### config.mk
export PLATFORM = sky130hd
export DESIGN_NAME = fpu_normalize
export DESIGN_NICKNAME = d
export VERILOG_FILES = /design/src/rtl/fpu_normalize.sv
export SDC_FILE = /design/constraint.sdc
export NUM_CORES = 1
export LEC_CHECK = 0
export ABC_AREA = 1
export BUFFER_PORTS_ARGS = -buffer_cell sky130_fd_sc_hd__clkbuf_2
export CAP_MARGIN = 10
export CELL_PAD_IN_SITES_DETAIL_PLACEMENT = 1
export CELL_PAD_IN_SITES_GLOBAL_PLACEMENT = 2
export CORE_ASPECT_RATIO = 1.5
export CORE_UTILIZATION = 32
export DETAILED_ROUTE_END_ITERATION = 16
export PLACE_DENSITY_LB_ADDON = 0.15
export SLEW_MARGIN = 20
export SYNTH_ARGS = -nofsm -noshare
export SYNTH_HDL_FRONTEND = slang
export SYNTH_SLANG_ARGS = --single-unit
### constraint.sdc
create_clock -name clk -period 4.3 [get_ports clk]
set_input_delay 0.215 -clock clk [delete_from_list [all_inputs] [get_ports clk]]
set_output_delay 0.215 -clock clk [all_outputs]
set_load 0.005 [all_outputs]
### src/rtl/fpu_normalize.sv
// Two-stage normalization pipeline between the FP add/sub/mul datapath and fpu_round.
// Stage 1 registers the raw beat and its leading-zero count; stage 2 shifts and adjusts the exponent.
module fpu_normalize #(
   parameter int unsigned EXPONENT_WIDTH    = 11,
   parameter int unsigned SIGNIFICAND_WIDTH = 52,
   localparam int unsigned RAW_WIDTH        = SIGNIFICAND_WIDTH + 4
) (
   input  logic                         clk,
   input  logic                         rst_n,
   input  logic                         in_valid,
   output logic                         in_ready,
   input  logic                         in_sign,
   input  logic [EXPONENT_WIDTH:0]      in_exponent,
   input  logic [RAW_WIDTH-1:0]         in_significand,
   input  logic                         in_sticky,
   output logic                         out_valid,
   input  logic                         out_ready,
   output logic                         out_sign,
   output logic [EXPONENT_WIDTH-1:0]    out_exponent,
   output logic [SIGNIFICAND_WIDTH:0]   out_significand,
   output logic                         guard,
   output logic                         round,
   output logic                         sticky,
   output logic                         out_zero,
   output logic                         out_overflow
);

   localparam int unsigned EW  = EXPONENT_WIDTH;
   localparam int unsigned SW  = SIGNIFICAND_WIDTH;
   localparam int unsigned NW  = SW + 3;
   localparam int unsigned LZW = $clog2(SW + 4);
   localparam int unsigned XW  = EW + 2;
   localparam logic [XW-1:0] ExpMax = {2'b00, {EW{1'b1}}};
   localparam logic [EW:0]   ExpOne = {{EW{1'b0}}, 1'b1};

   logic              s1_valid_q, s1_valid_d;
   logic              s1_sign_q, s1_sign_d;
   logic [EW:0]       s1_exp_q, s1_exp_d;
   logic [RAW_WIDTH-1:0] s1_sig_q, s1_sig_d;
   logic              s1_sticky_q, s1_sticky_d;
   logic [LZW-1:0]    s1_lzc_q, s1_lzc_d;

   logic              s2_valid_q, s2_valid_d;
   logic              s2_sign_q, s2_sign_d;
   logic [EW-1:0]     s2_exp_q, s2_exp_d;
   logic [SW:0]       s2_sig_q, s2_sig_d;
   logic              s2_guard_q, s2_guard_d;
   logic              s2_round_q, s2_round_d;
   logic              s2_sticky_q, s2_sticky_d;
   logic              s2_zero_q, s2_zero_d;
   logic              s2_ovf_q, s2_ovf_d;

   logic              s2_adv, s1_load;
   logic [LZW-1:0]    lzc;
   logic [NW-1:0]     low, norm_n;
   logic [XW-1:0]     exp_x, lzc_x, norm_exp;
   logic              drop, sticky_n, ovf;

   assign s2_adv   = !s2_valid_q || out_ready;
   assign in_ready = rst_n && (!s1_valid_q || s2_adv);
   assign s1_load  = in_valid && in_ready;

   // Highest set bit wins because the scan runs upward.
   always_comb begin
      lzc = LZW'(NW);
      for (int i = 0; i < int'(NW); i++) begin
         if (in_significand[i]) lzc = LZW'(int'(NW) - 1 - i);
      end
   end

   always_comb begin
      s1_valid_d  = s1_valid_q;
      s1_sign_d   = s1_sign_q;
      s1_exp_d    = s1_exp_q;
      s1_sig_d    = s1_sig_q;
      s1_sticky_d = s1_sticky_q;
      s1_lzc_d    = s1_lzc_q;
      if (in_ready) s1_valid_d = in_valid;
      if (s1_load) begin
         s1_sign_d   = in_sign;
         s1_exp_d    = in_exponent;
         s1_sig_d    = in_significand;
         s1_sticky_d = in_sticky;
         s1_lzc_d    = lzc;
      end
   end

   always_comb begin
      exp_x    = XW'(s1_exp_q);
      lzc_x    = XW'(s1_lzc_q);
      low      = s1_sig_q[NW-1:0];
      norm_n   = low;
      norm_exp = exp_x;
      drop     = 1'b0;
      if (s1_sig_q[NW]) begin
         norm_n   = s1_sig_q[NW:1];
         norm_exp = exp_x + XW'(1);
         drop     = s1_sig_q[0];
      end else if (low == '0) begin
         norm_n   = '0;
         norm_exp = '0;
      end else if (exp_x == '0) begin
         norm_exp = '0;
      end else if (exp_x > lzc_x) begin
         norm_n   = low << s1_lzc_q;
         norm_exp = exp_x - lzc_x;
      end else begin
         // Shift only as far as the minimum exponent allows; result is subnormal.
         norm_n   = low << (s1_exp_q - ExpOne);
         norm_exp = '0;
      end
      sticky_n = s1_sticky_q | drop;
      ovf      = norm_exp >= ExpMax;
   end

   always_comb begin
      s2_valid_d  = s2_valid_q;
      s2_sign_d   = s2_sign_q;
      s2_exp_d    = s2_exp_q;
      s2_sig_d    = s2_sig_q;
      s2_guard_d  = s2_guard_q;
      s2_round_d  = s2_round_q;
      s2_sticky_d = s2_sticky_q;
      s2_zero_d   = s2_zero_q;
      s2_ovf_d    = s2_ovf_q;
      if (s2_adv) s2_valid_d = s1_valid_q;
      if (s2_adv && s1_valid_q) begin
         s2_sign_d   = s1_sign_q;
         s2_exp_d    = ovf ? {EW{1'b1}} : norm_exp[EW-1:0];
         s2_sig_d    = norm_n[NW-1:2];
         s2_guard_d  = norm_n[1];
         s2_round_d  = norm_n[0];
         s2_sticky_d = sticky_n;
         s2_zero_d   = (norm_n == '0) && !sticky_n;
         s2_ovf_d    = ovf;
      end
   end

   always_ff @(posedge clk or negedge rst_n) begin
      if (!rst_n) begin
         s1_valid_q  <= 1'b0;
         s1_sign_q   <= 1'b0;
         s1_exp_q    <= '0;
         s1_sig_q    <= '0;
         s1_sticky_q <= 1'b0;
         s1_lzc_q    <= '0;
         s2_valid_q  <= 1'b0;
         s2_sign_q   <= 1'b0;
         s2_exp_q    <= '0;
         s2_sig_q    <= '0;
         s2_guard_q  <= 1'b0;
         s2_round_q  <= 1'b0;
         s2_sticky_q <= 1'b0;
         s2_zero_q   <= 1'b0;
         s2_ovf_q    <= 1'b0;
      end else begin
         s1_valid_q  <= s1_valid_d;
         s1_sign_q   <= s1_sign_d;
         s1_exp_q    <= s1_exp_d;
         s1_sig_q    <= s1_sig_d;
         s1_sticky_q <= s1_sticky_d;
         s1_lzc_q    <= s1_lzc_d;
         s2_valid_q  <= s2_valid_d;
         s2_sign_q   <= s2_sign_d;
         s2_exp_q    <= s2_exp_d;
         s2_sig_q    <= s2_sig_d;
         s2_guard_q  <= s2_guard_d;
         s2_round_q  <= s2_round_d;
         s2_sticky_q <= s2_sticky_d;
         s2_zero_q   <= s2_zero_d;
         s2_ovf_q    <= s2_ovf_d;
      end
   end

   assign out_valid       = s2_valid_q;
   assign out_sign        = s2_sign_q;
   assign out_exponent    = s2_exp_q;
   assign out_significand = s2_sig_q;
   assign guard           = s2_guard_q;
   assign round           = s2_round_q;
   assign sticky          = s2_sticky_q;
   assign out_zero        = s2_zero_q;
   assign out_overflow    = s2_ovf_q;

endmodule

==> impl_metrics.py, run 1 <==
metrics = {
    "worst_setup_path": {
        "cpPeakStageDelay_ps": 390,
        "end_kind": "register",
        "worstSetupPathType": "reg2reg",
        "crit_top_cell": "nand2_2",
        "worst_setup_path_start_kind": "register",
        "cp.arrival_ps": 5100,
        "required_ps": 4680,
        "r2r_slack_ps": -420,
        "crit_slowest_cell": "dfrtp_1",
        "critPathMaxFanout": 6,
    },
    "sta": {
        "rsz0062_at_grt": "yes",
        "fin_crit_sh_pct": 110,
        "finClkSkew_ps": 13.7,
        "fmax_ghz": 0.212,
        "slew_headroom_pct": 30.3,
        "worstMarginPinSlew_ps": 1040,
        "fin_crit_ps": 4720,
        "setup_slack_ps": -423,
        "final_hold_viol_count": 0,
        "drv_slew": 0,
        "setup_viol": 17,
        "fin_setup_tns_ps": -1850,
    },
    "routing": {
        "drcViolationCount": 0,
        "dr.pass1.iters": 5,
        "ant_nets": 0,
        "first_iter_violations": 784,
        "drt-wirelength-per-cell_um": 21.9,
        "finalWirelength_um": 60600,
        "avgViaCountPerCell": 5.29,
        "vias": 14600,
    },
    "die": {
        "die_area_mm2": 0.0371,
        "initial_core_util_pct": 32.4,
        "die_h_um": 235,
        "rows": 85,
        "die_x_um": 158,
        "coreArea_mm2": 0.0358,
        "ios": 146,
    },
    "synthesis": {
        "yosys.area.top_type": "dfrtp_1",
        "ys.flop_type": "dfrtp_1",
        "synth-seq-cells": 148,
        "syn_area_mm2": 0.0116,
        "synthDistinctLibCells": 53,
        "synth_edf_count": 0,
        "syn-num-nets": 1924,
        "avgSynthCellArea_um2": 6.32,
        "synth_top_area_share_pct": 31.8,
        "async_reset_ff_share_pct": 100,
        "ys_warn_count": 0,
        "ys_seq_area_share_pct": 31.8,
        "synthCells": 1841,
        "yosys-top-cells-area": "dfrtp_1 (32%), nand2_1 (18%), o21ai_0 (11%), inv_1 (5.8%), nor2_1 (5.0%)",
    },
    "cells_and_area": {
        "area_growth_pct": 46.4,
        "final_common_cell": "nand2_1",
        "nFillCells": 4731,
        "design_area_mm2": 0.0170,
        "finalNetCount": 2355,
        "antennaDiodeCount": 0,
        "drive_above_1_share_pct": 31.2,
        "stdcell_count": 2763,
        "final_cell_mix": "nand2_1 (555), buf_4 (324), o21ai_0 (183), inv_1 (170), dfrtp_1 (148)",
    },
    "global_routing": {
        "grt_max_degree": 109,
        "grt_overflow": 0,
        "grt_usage_pct": 32.7,
        "grt_pass1_wl_um": 89400,
        "grt_antenna_before_repair": 0,
        "grt_pass1_vias": 15300,
    },
    "placement": {
        "post-place-ws_ps": -990,
        "placed_cells": 2657,
        "gp_congestion": 0.993,
        "place_hpwl_um": 47900,
        "port_buffers": 145,
        "place_area_mm2": 0.0148,
    },
    "power": {
        "p_seq_share_pct": 22.4,
        "p_leak_nw": 8.39,
        "clkPwrFrac_pct": 15.0,
        "internal_power_w": 0.00535,
        "p_switching_w": 0.00457,
        "p_per_area_mw_per_mm2": 582,
        "switching_share_pct": 46.1,
        "combPwrFrac_pct": 62.6,
        "ir_drop_mv": 0.305,
    },
    "cts": {
        "clockBufferDepth": 2,
        "cts_buffers": 17,
        "numClockSinks": 148,
        "root_buffer": "clkbuf_16",
        "clk_latency_ps": 450,
        "cts_tree": "built",
        "htreeDepth": 4,
        "path_clk_slew_ps": 70,
    },
    "status": {
        "failed_checks": "negative setup slack",
        "outcome": "complete, but fails checks",
    },
    "flow_run": {
        "drv_cap": 0,
    },
    "min_path": {
        "hold_class": "in2reg",
    },
}
## Yosys cell counts (all sizes together), types with 6 or more instances
| cell | number |
|---|---|
| dfrtp | 148 |
| inv | 186 |
| or2 | 6 |
| xor2 | 14 |
| nand2 | 572 |
| o211ai | 9 |
| o22ai | 27 |
| nor3 | 17 |
| nand3 | 39 |
| a31oi | 31 |
| nand4 | 23 |
| a21oi | 48 |
| o21ai | 341 |
| clkbuf | 58 |
| ha | 8 |
| buf | 51 |
| o21a | 26 |
| nor2 | 158 |
| mux2i | 24 |
| nor4 | 21 |
## cells by family (layout without fill, tap and decap cells)
kind of cell | after synthesis | count (layout) | share of synthesized area (%)
simple gates | 839 | 839 | 29.2
compound gates | 506 | 506 | 24.3
buf+inv | 299 | 743 | 10.4
flops | 148 | 148 | 31.8
mux | 24 | 24 | 2.07
xor+xnor | 16 | 16 | 1.21
fa+ha+maj | 9 | 9 | 1.03
## repair_timing
item,in CTS,in global routing
pin swaps,15,51
hold buffers,17,0
gates resized for setup,91,190
buffers inserted,23,33
endpoints found under the setup margin,38,49
endpoints found under the hold margin,68,0
gates cloned,1,3
## final timing paths
path,from,to,cells past startpoint
worst min register to register,round$_DFFE_PN0P_,round$_DFFE_PN0P_,2
worst max register to register,s1_lzc_q[2]$_DFFE_PN0P_,out_zero$_DFFE_PN0P_,32
max in group asynchronous,rst_n,s1_sig_q[12]$_DFFE_PN0P_,3
min in group asynchronous,rst_n,out_significand[23]$_DFFE_PN0P_,2
worst max-delay path,s1_lzc_q[2]$_DFFE_PN0P_,out_zero$_DFFE_PN0P_,32
worst min-delay path,in_significand[0],s1_sig_q[0]$_DFFE_PN0P_,3
## cell type report
| class | instances | area [um2] | share of cell area, % |
|---|---|---|---|
| well taps | 478 | 598 | 3.51 |
| repair buffers | 521 | 3870 | 22.7 |
| flip-flops and latches | 148 | 3700 | 21.8 |
| clock buffers | 18 | 439 | 2.58 |
| clock inverters | 14 | 134 | 0.786 |
| inverters | 190 | 732 | 4.30 |
| multi-input cells | 1394 | 7550 | 44.3 |
## state kept, by name (all words and copies together), names as in the netlist, 6 cells and up
signal / flops
out_exponent: 11
s1_exp_q: 12
out_significand: 53
s1_sig_q: 56
s1_lzc_q: 6
## through the flow
step	hold slack, ps	utilization, %	power [W]
floorplan	-80.6	-	0.00449
global placement	220	41.4	0.00740
global route	18.8	47.5	0.0105
finish	11.0	47.5	0.00992
detailed placement	227	41.4	0.00747
CTS	4.80	44.8	0.00930
## power by group through the flow
stage,sequential (W),combinational (W),clock [W]
detailed placement,0.00224,0.00523,0
global route,0.00226,0.00666,0.00156
floorplan,0.00212,0.00238,0
CTS,0.00222,0.00556,0.00152
finish,0.00222,0.00621,0.00148
global placement,0.00222,0.00518,0
## metal layers
metal / GRT usage, % / vias to the layer above / wire [um]
met5: 0 / - / 0
met3: 3.18 / 142 / 1900
met2: 58.8 / 347 / 31600
li1: - / 6950 / -
met4: 21.2 / 0 / 4230
met1: 36.0 / 7182 / 22900
## critical path, delay by kind of cell (launching register included)
family                   cells  cell delay [ps]
AO/OA/AOI/OAI                9             1090
multiplexers                 1              180
buffers and inverters        6              640
flip-flops                   1              390
adder cells (fa/ha/maj)      1              210
AND/OR/NAND/NOR             15             2120
(Power assumes the default switching activity.)
==> run 2, diff against run 1 <==
--- a/config.mk
+++ b/config.mk
@@ -14,6 +14,7 @@
 export CORE_UTILIZATION = 32
 export DETAILED_ROUTE_END_ITERATION = 16
 export PLACE_DENSITY_LB_ADDON = 0.15
+export RECOVER_POWER = 50
 export SLEW_MARGIN = 20
 export SYNTH_ARGS = -nofsm -noshare
 export SYNTH_HDL_FRONTEND = slang
==> run 2 against run 1 <==
The run ends with max-capacitance violations, max-slew violations, negative setup slack left; total power down 0.33%; fmax is essentially flat; critical path depth did not move; count of clock-buffer cells in the layout is the same; clock skew is essentially flat; largest cell class unchanged; sequential power hardly changed; routed wire length about the same; first-iteration DRC count rose by 8.5%; worst hold slack gained 0.54 ps; utilization shrank 0.16 points; sequential share of layout area is 0.074 points higher; combinational power about the same.
==> impl_metrics.py, run 2 (same netlist as run 1, synthesis figures left out) <==
metrics = {
    "status": {
        "outcome": "complete, but fails checks",
        "failed_checks": "max-capacitance violations, max-slew violations, negative setup slack",
    },
    "routing": {
        "first_iter_violations": 851,
        "vias": 14700,
        "finalWirelength_um": 60600,
        "avgViaCountPerCell": 5.30,
        "dr.pass1.iters": 4,
        "ant_nets": 0,
        "drcViolationCount": 0,
        "drt-wirelength-per-cell_um": 21.9,
    },
    "global_routing": {
        "met2_usage_pct": 58.8,
        "grt_pass1_wl_um": 89400,
        "busiest_layer": "met2",
        "grt_usage_pct": 32.7,
        "grt_antenna_before_repair": 0,
        "use_met3_pct": 3.18,
        "grt_overflow": 0,
        "met1_usage_pct": 36.0,
        "grt_max_degree": 109,
        "grt_pass1_vias": 15300,
    },
    "cells_and_area": {
        "final_common_cell": "nand2_1",
        "top_register": "s1_sig_q",
        "drive_above_1_share_pct": 29.8,
        "final_cell_mix": "nand2_1 (555), buf_4 (324), o21ai_0 (183), inv_1 (170), dfrtp_1 (148)",
        "finalNetCount": 2355,
        "antennaDiodeCount": 0,
        "stdcell_count": 2763,
        "nFillCells": 4745,
        "largest_reg_flops": 56,
        "area_growth_pct": 45.9,
    },
    "power": {
        "p_leak_nw": 8.28,
        "internal_power_w": 0.00531,
        "p_per_area_mw_per_mm2": 582,
        "p_switching_w": 0.00457,
        "total_power_w": 0.00988,
        "clkPwrFrac_pct": 15.0,
        "ir_drop_mv": 0.305,
        "switching_share_pct": 46.3,
        "p_seq_share_pct": 22.5,
        "combPwrFrac_pct": 62.5,
    },
    "worst_setup_path": {
        "cpPeakStageDelay_ps": 390,
        "critPathMaxFanout": 6,
        "worst_setup_path_start_kind": "register",
        "r2r_slack_ps": -420,
        "reg2reg_depth": 32,
        "crit_slowest_cell": "dfrtp_1",
        "cp.depth": 32,
        "worstSetupPathType": "reg2reg",
        "path_buf_inv": 6,
        "crit_top_cell": "nand2_2",
        "cp.arrival_ps": 5100,
        "r2r_start": "s1_lzc_q[2]$_DFFE_PN0P_",
        "end_kind": "register",
        "crit_family": "simple AND/OR/NAND/NOR gates",
        "required_ps": 4680,
        "reg2reg_to": "out_zero$_DFFE_PN0P_",
    },
    "sta": {
        "fin_crit_ps": 4720,
        "drv_slew": 97,
        "fmax_ghz": 0.212,
        "setup_viol": 18,
        "finClkSkew_ps": 14.1,
        "fin_crit_sh_pct": 110,
        "worstMarginPinSlew_ps": 2600,
        "setup_slack_ps": -425,
        "final_hold_viol_count": 0,
        "rsz0062_at_grt": "yes",
        "slew_headroom_pct": -73.1,
    },
    "min_path": {
        "min_to": "s1_sig_q[0]$_DFFE_PN0P_",
        "hold_start": "in_significand[0]",
        "whs_path_depth": 3,
        "hold_class": "in2reg",
    },
    "die": {
        "die_h_um": 235,
        "die_x_um": 158,
        "initial_core_util_pct": 32.4,
        "rows": 85,
        "die_area_mm2": 0.0371,
        "coreArea_mm2": 0.0358,
        "ios": 146,
    },
    "placement": {
        "gp_congestion": 0.993,
        "place_hpwl_um": 47900,
        "placed_cells": 2657,
        "port_buffers": 145,
    },
    "cts": {
        "clk_latency_ps": 450,
        "numClockSinks": 148,
        "clockBufferDepth": 2,
        "cts_buffers": 17,
        "root_buffer": "clkbuf_16",
        "cts_tree": "built",
        "htreeDepth": 4,
        "path_clk_slew_ps": 70,
    },
    "flow_run": {
        "drv_cap": 1,
    },
}
==> run 2: cell types whose count changed in the layout (fill, tap and decap cells not counted) <==
cell,delta
clkbuf_2,-33
buf_12,-1
buf_1,+1
clkbuf_1,+33
==> run 2: how the worst max path moves through the flow <==
stage / start / to / slack [ps]
6_report: s1_lzc_q[2]$_DFFE_PN0P_ / out_zero$_DFFE_PN0P_ / -420
5_1_grt: s1_lzc_q[2]$_DFFE_PN0P_ / out_zero$_DFFE_PN0P_ / -610
4_1_cts: s1_exp_q[2]$_DFFE_PN0P_ / out_zero$_DFFE_PN0P_ / -390
3_5_place_dp: s1_lzc_q[2]$_DFFE_PN0P_ / out_zero$_DFFE_PN0P_ / -990
3_3_place_gp: s1_lzc_q[2]$_DFFE_PN0P_ / out_zero$_DFFE_PN0P_ / -830
2_1_floorplan: s1_exp_q[2]$_DFFE_PN0P_ / out_zero$_DFFE_PN0P_ / 490
==> run 2: area by class of cell <==
type	count	area [um2]	area share, %
Clock buffer	18	439	2.59
Clock inverter	14	134	0.789
Inverter	190	732	4.31
Multi-Input combinational cell	1394	7550	44.5
Sequential cell	148	3700	21.8
Tap cell	478	598	3.52
Timing Repair Buffer	521	3810	22.5
==> run 2: worst reg2reg max path, delay by kind of cell, from the launching register on <==
family          cells  cell delay, ps
compound gates      9            1090
fa+ha+maj           1             210
buf+inv             6             650
flops               1             390
simple gates       15            2120
mux                 1             180
==> run 2: layer usage <==
metal | wire [um] | share of wire, % | up-vias
met5 | 0 | 0 | -
met4 | 4310 | 7.1 | 0
met3 | 1820 | 3.0 | 147
met2 | 31600 | 52 | 363
met1 | 22900 | 38 | 7195
li1 | - | - | 6952
==> run 2: power groups by stage <==
stage	clock network, W	registers, W	logic [W]
floorplan	0	0.00212	0.00238
global placement	0	0.00222	0.00518
detailed placement	0	0.00224	0.00523
CTS	0.00152	0.00222	0.00556
global route	0.00156	0.00226	0.00662
finish	0.00148	0.00222	0.00618
==> run 2: per-stage QoR <==
step           hold slack (ps)  utilization, %  setup slack, ps  instance area [um2]  setup TNS (ps)
2_1_floorplan            -80.6               -              490                11600               0
3_3_place_gp               220            41.4             -835                14800           -4920
3_5_place_dp               227            41.4             -990                14800           -7850
4_1_cts                   4.80            44.8             -389                16100           -1190
5_1_grt                   18.8            47.3             -614                17000           -8110
6_report                  11.5            47.3             -425                17000           -1890
==> run 2: what timing repair did <==
item,in CTS,in global routing
gates resized for setup,91,190
setup endpoints to repair,38,49
cloned,1,3
pin swaps,15,51
hold buffers,17,0
setup buffers,23,33
endpoints found under the hold margin,68,0
==> run 3, diff against run 2 <==
--- a/config.mk
+++ b/config.mk
@@ -11,7 +11,7 @@
 export CELL_PAD_IN_SITES_DETAIL_PLACEMENT = 1
 export CELL_PAD_IN_SITES_GLOBAL_PLACEMENT = 2
 export CORE_ASPECT_RATIO = 1.5
-export CORE_UTILIZATION = 32
+export CORE_UTILIZATION = 29
 export DETAILED_ROUTE_END_ITERATION = 16
 export PLACE_DENSITY_LB_ADDON = 0.15
 export RECOVER_POWER = 50
==> run 3 against run 2 <==
The run still ends with max-capacitance violations, max-slew violations, negative setup slack left; design area rose by 3.8%; first-iteration DRC count fell by 7.8%; via count rose by 0.61%; fmax fell by 3.0%; clock skew fell by 1.1 ps; die area rose by 10%; largest power group unchanged.
==> impl_metrics.py, run 3 (same netlist as run 1, synthesis figures left out) <==
metrics = {
    "placement": {
        "gp_congestion": 0.985,
        "placed_cells": 2672,
        "place_hpwl_um": 49100,
        "port_buffers": 145,
        "place_area_mm2": 0.0149,
    },
    "die": {
        "ios": 146,
        "die_h_um": 247,
        "initial_core_util_pct": 29.5,
        "rows": 89,
        "die_area_mm2": 0.0409,
        "die_x_um": 166,
        "coreArea_mm2": 0.0394,
    },
    "worst_setup_path": {
        "critPathMaxFanout": 6,
        "worst_setup_path_start_kind": "register",
        "reg2reg_depth": 32,
        "required_ps": 4670,
        "r2r_slack_ps": -570,
        "worstSetupPathType": "reg2reg",
        "cp.arrival_ps": 5240,
        "end_kind": "register",
        "cpPeakStageDelay_ps": 420,
        "crit_top_cell": "nand2_1",
        "crit_slowest_cell": "dfrtp_1",
    },
    "cts": {
        "cts_buffers": 17,
        "clk_latency_ps": 450,
        "htreeDepth": 4,
        "root_buffer": "clkbuf_16",
        "cts_tree": "built",
        "path_clk_slew_ps": 70,
        "numClockSinks": 148,
        "clockBufferDepth": 2,
    },
    "status": {
        "failed_checks": "max-capacitance violations, max-slew violations, negative setup slack",
        "outcome": "complete, but fails checks",
    },
    "sta": {
        "fmax_ghz": 0.205,
        "slew_headroom_pct": -21.6,
        "rsz0062_at_grt": "yes",
        "final_hold_viol_count": 0,
        "fin_crit_sh_pct": 113,
        "worst_hold_slack_ps": 2.79,
        "fin_setup_tns_ps": -2270,
        "finClkSkew_ps": 13.0,
        "worstMarginPinSlew_ps": 1820,
        "drv_slew": 152,
        "fin_crit_ps": 4870,
        "setup_viol": 16,
        "setup_slack_ps": -572,
    },
    "power": {
        "ir_drop_mv": 0.328,
        "p_per_area_mw_per_mm2": 587,
        "total_power_w": 0.0103,
        "p_leak_nw": 8.47,
    },
    "global_routing": {
        "grt_antenna_before_repair": 0,
        "grt_usage_pct": 30.7,
        "grt_pass1_wl_um": 91900,
        "grt_overflow": 0,
        "grt_pass1_vias": 15400,
        "grt_max_degree": 123,
    },
    "min_path": {
        "hold_class": "in2reg",
        "whs_path_depth": 3,
    },
    "flow_run": {
        "drv_cap": 2,
    },
    "routing": {
        "dr.pass1.iters": 4,
        "avgViaCountPerCell": 5.25,
        "vias": 14700,
        "first_iter_violations": 785,
        "finalWirelength_um": 63700,
        "drt-wirelength-per-cell_um": 22.6,
        "drcViolationCount": 0,
        "ant_nets": 0,
    },
    "cells_and_area": {
        "final_cell_mix": "nand2_1 (530), buf_4 (331), inv_1 (167), o21ai_0 (153), dfrtp_1 (148)",
        "largest_reg_flops": 56,
        "stdcell_count": 2811,
        "final_common_cell": "nand2_1",
        "design_area_mm2": 0.0176,
        "finalNetCount": 2380,
        "top_register": "s1_sig_q",
        "area_growth_pct": 51.5,
        "drive_above_1_share_pct": 33.0,
    },
}
## run 3: cell types whose count changed in the layout (fill, tap and decap cells not counted), sizes merged
cell / before / now
clkinv: 6 / 5
dlygate4sd3: 17 / 15
buf: 357 / 383
inv: 195 / 197
diode: 0 / 1
bufinv: 0 / 2
clkinvlp: 3 / 1
## run 3: final cells by class
cell class                 instances  area (um2)
antenna                            1        2.50
fill                            5095       21800
inverter                         190         733
clock inverter                    15         179
timing repair buffer             546        4100
sequential                       148        3700
clock buffer                      17         425
tap                              500         626
multi-input combinational       1394        7850
## run 3: critical path, delay by kind of cell, from the launching register on
family	cells	cell delay, ps
simple gates	19	2700
compound gates	7	880
buf+inv	5	490
flops	1	420
fa+ha+maj	1	270
## run 3: layer usage
metal	vias up	track usage, %	part of all wire [%]
met5	-	0	0
met4	0	15.6	6.2
met3	157	3.42	3.0
met2	330	56.2	52
met1	7261	34.4	38
li1	6998	-	-
## run 3: final timing paths
kind	endpoint	startpoint
max	out_zero$_DFFE_PN0P_	s1_exp_q[2]$_DFFE_PN0P_
min	s1_exp_q[2]$_DFFE_PN0P_	in_exponent[2]
max reg2reg	out_zero$_DFFE_PN0P_	s1_exp_q[2]$_DFFE_PN0P_
min reg2reg	s1_sig_q[32]$_DFFE_PN0P_	s1_sig_q[32]$_DFFE_PN0P_
max in group asynchronous	out_significand[17]$_DFFE_PN0P_	rst_n
min in group asynchronous	out_exponent[5]$_DFFE_PN0P_	rst_n
## run 3: where the power goes
group	switching (W)	internal, W	total (W)
Sequential	0.000406	0.00182	0.00222
Combinational	0.00363	0.00290	0.00653
Clock	0.000703	0.000882	0.00159
## run 3: repair_timing
action                                  in CTS  in global routing
cloned                                       1                  5
hold endpoints to repair                    40                  0
setup buffers                               33                 53
hold buffers                                15                  0
pin swaps                                   27                 69
resized for setup                           94                305
endpoints found under the setup margin      38                 62
## run 3: metrics by stage
| stage | utilization (%) | setup WS (ps) |
|---|---|---|
| 2_1_floorplan | - | 490 |
| 3_3_place_gp | 37.9 | -897 |
| 3_5_place_dp | 37.9 | -942 |
| 4_1_cts | 41.2 | -508 |
| 5_1_grt | 44.7 | -719 |
| 6_report | 44.7 | -572 |
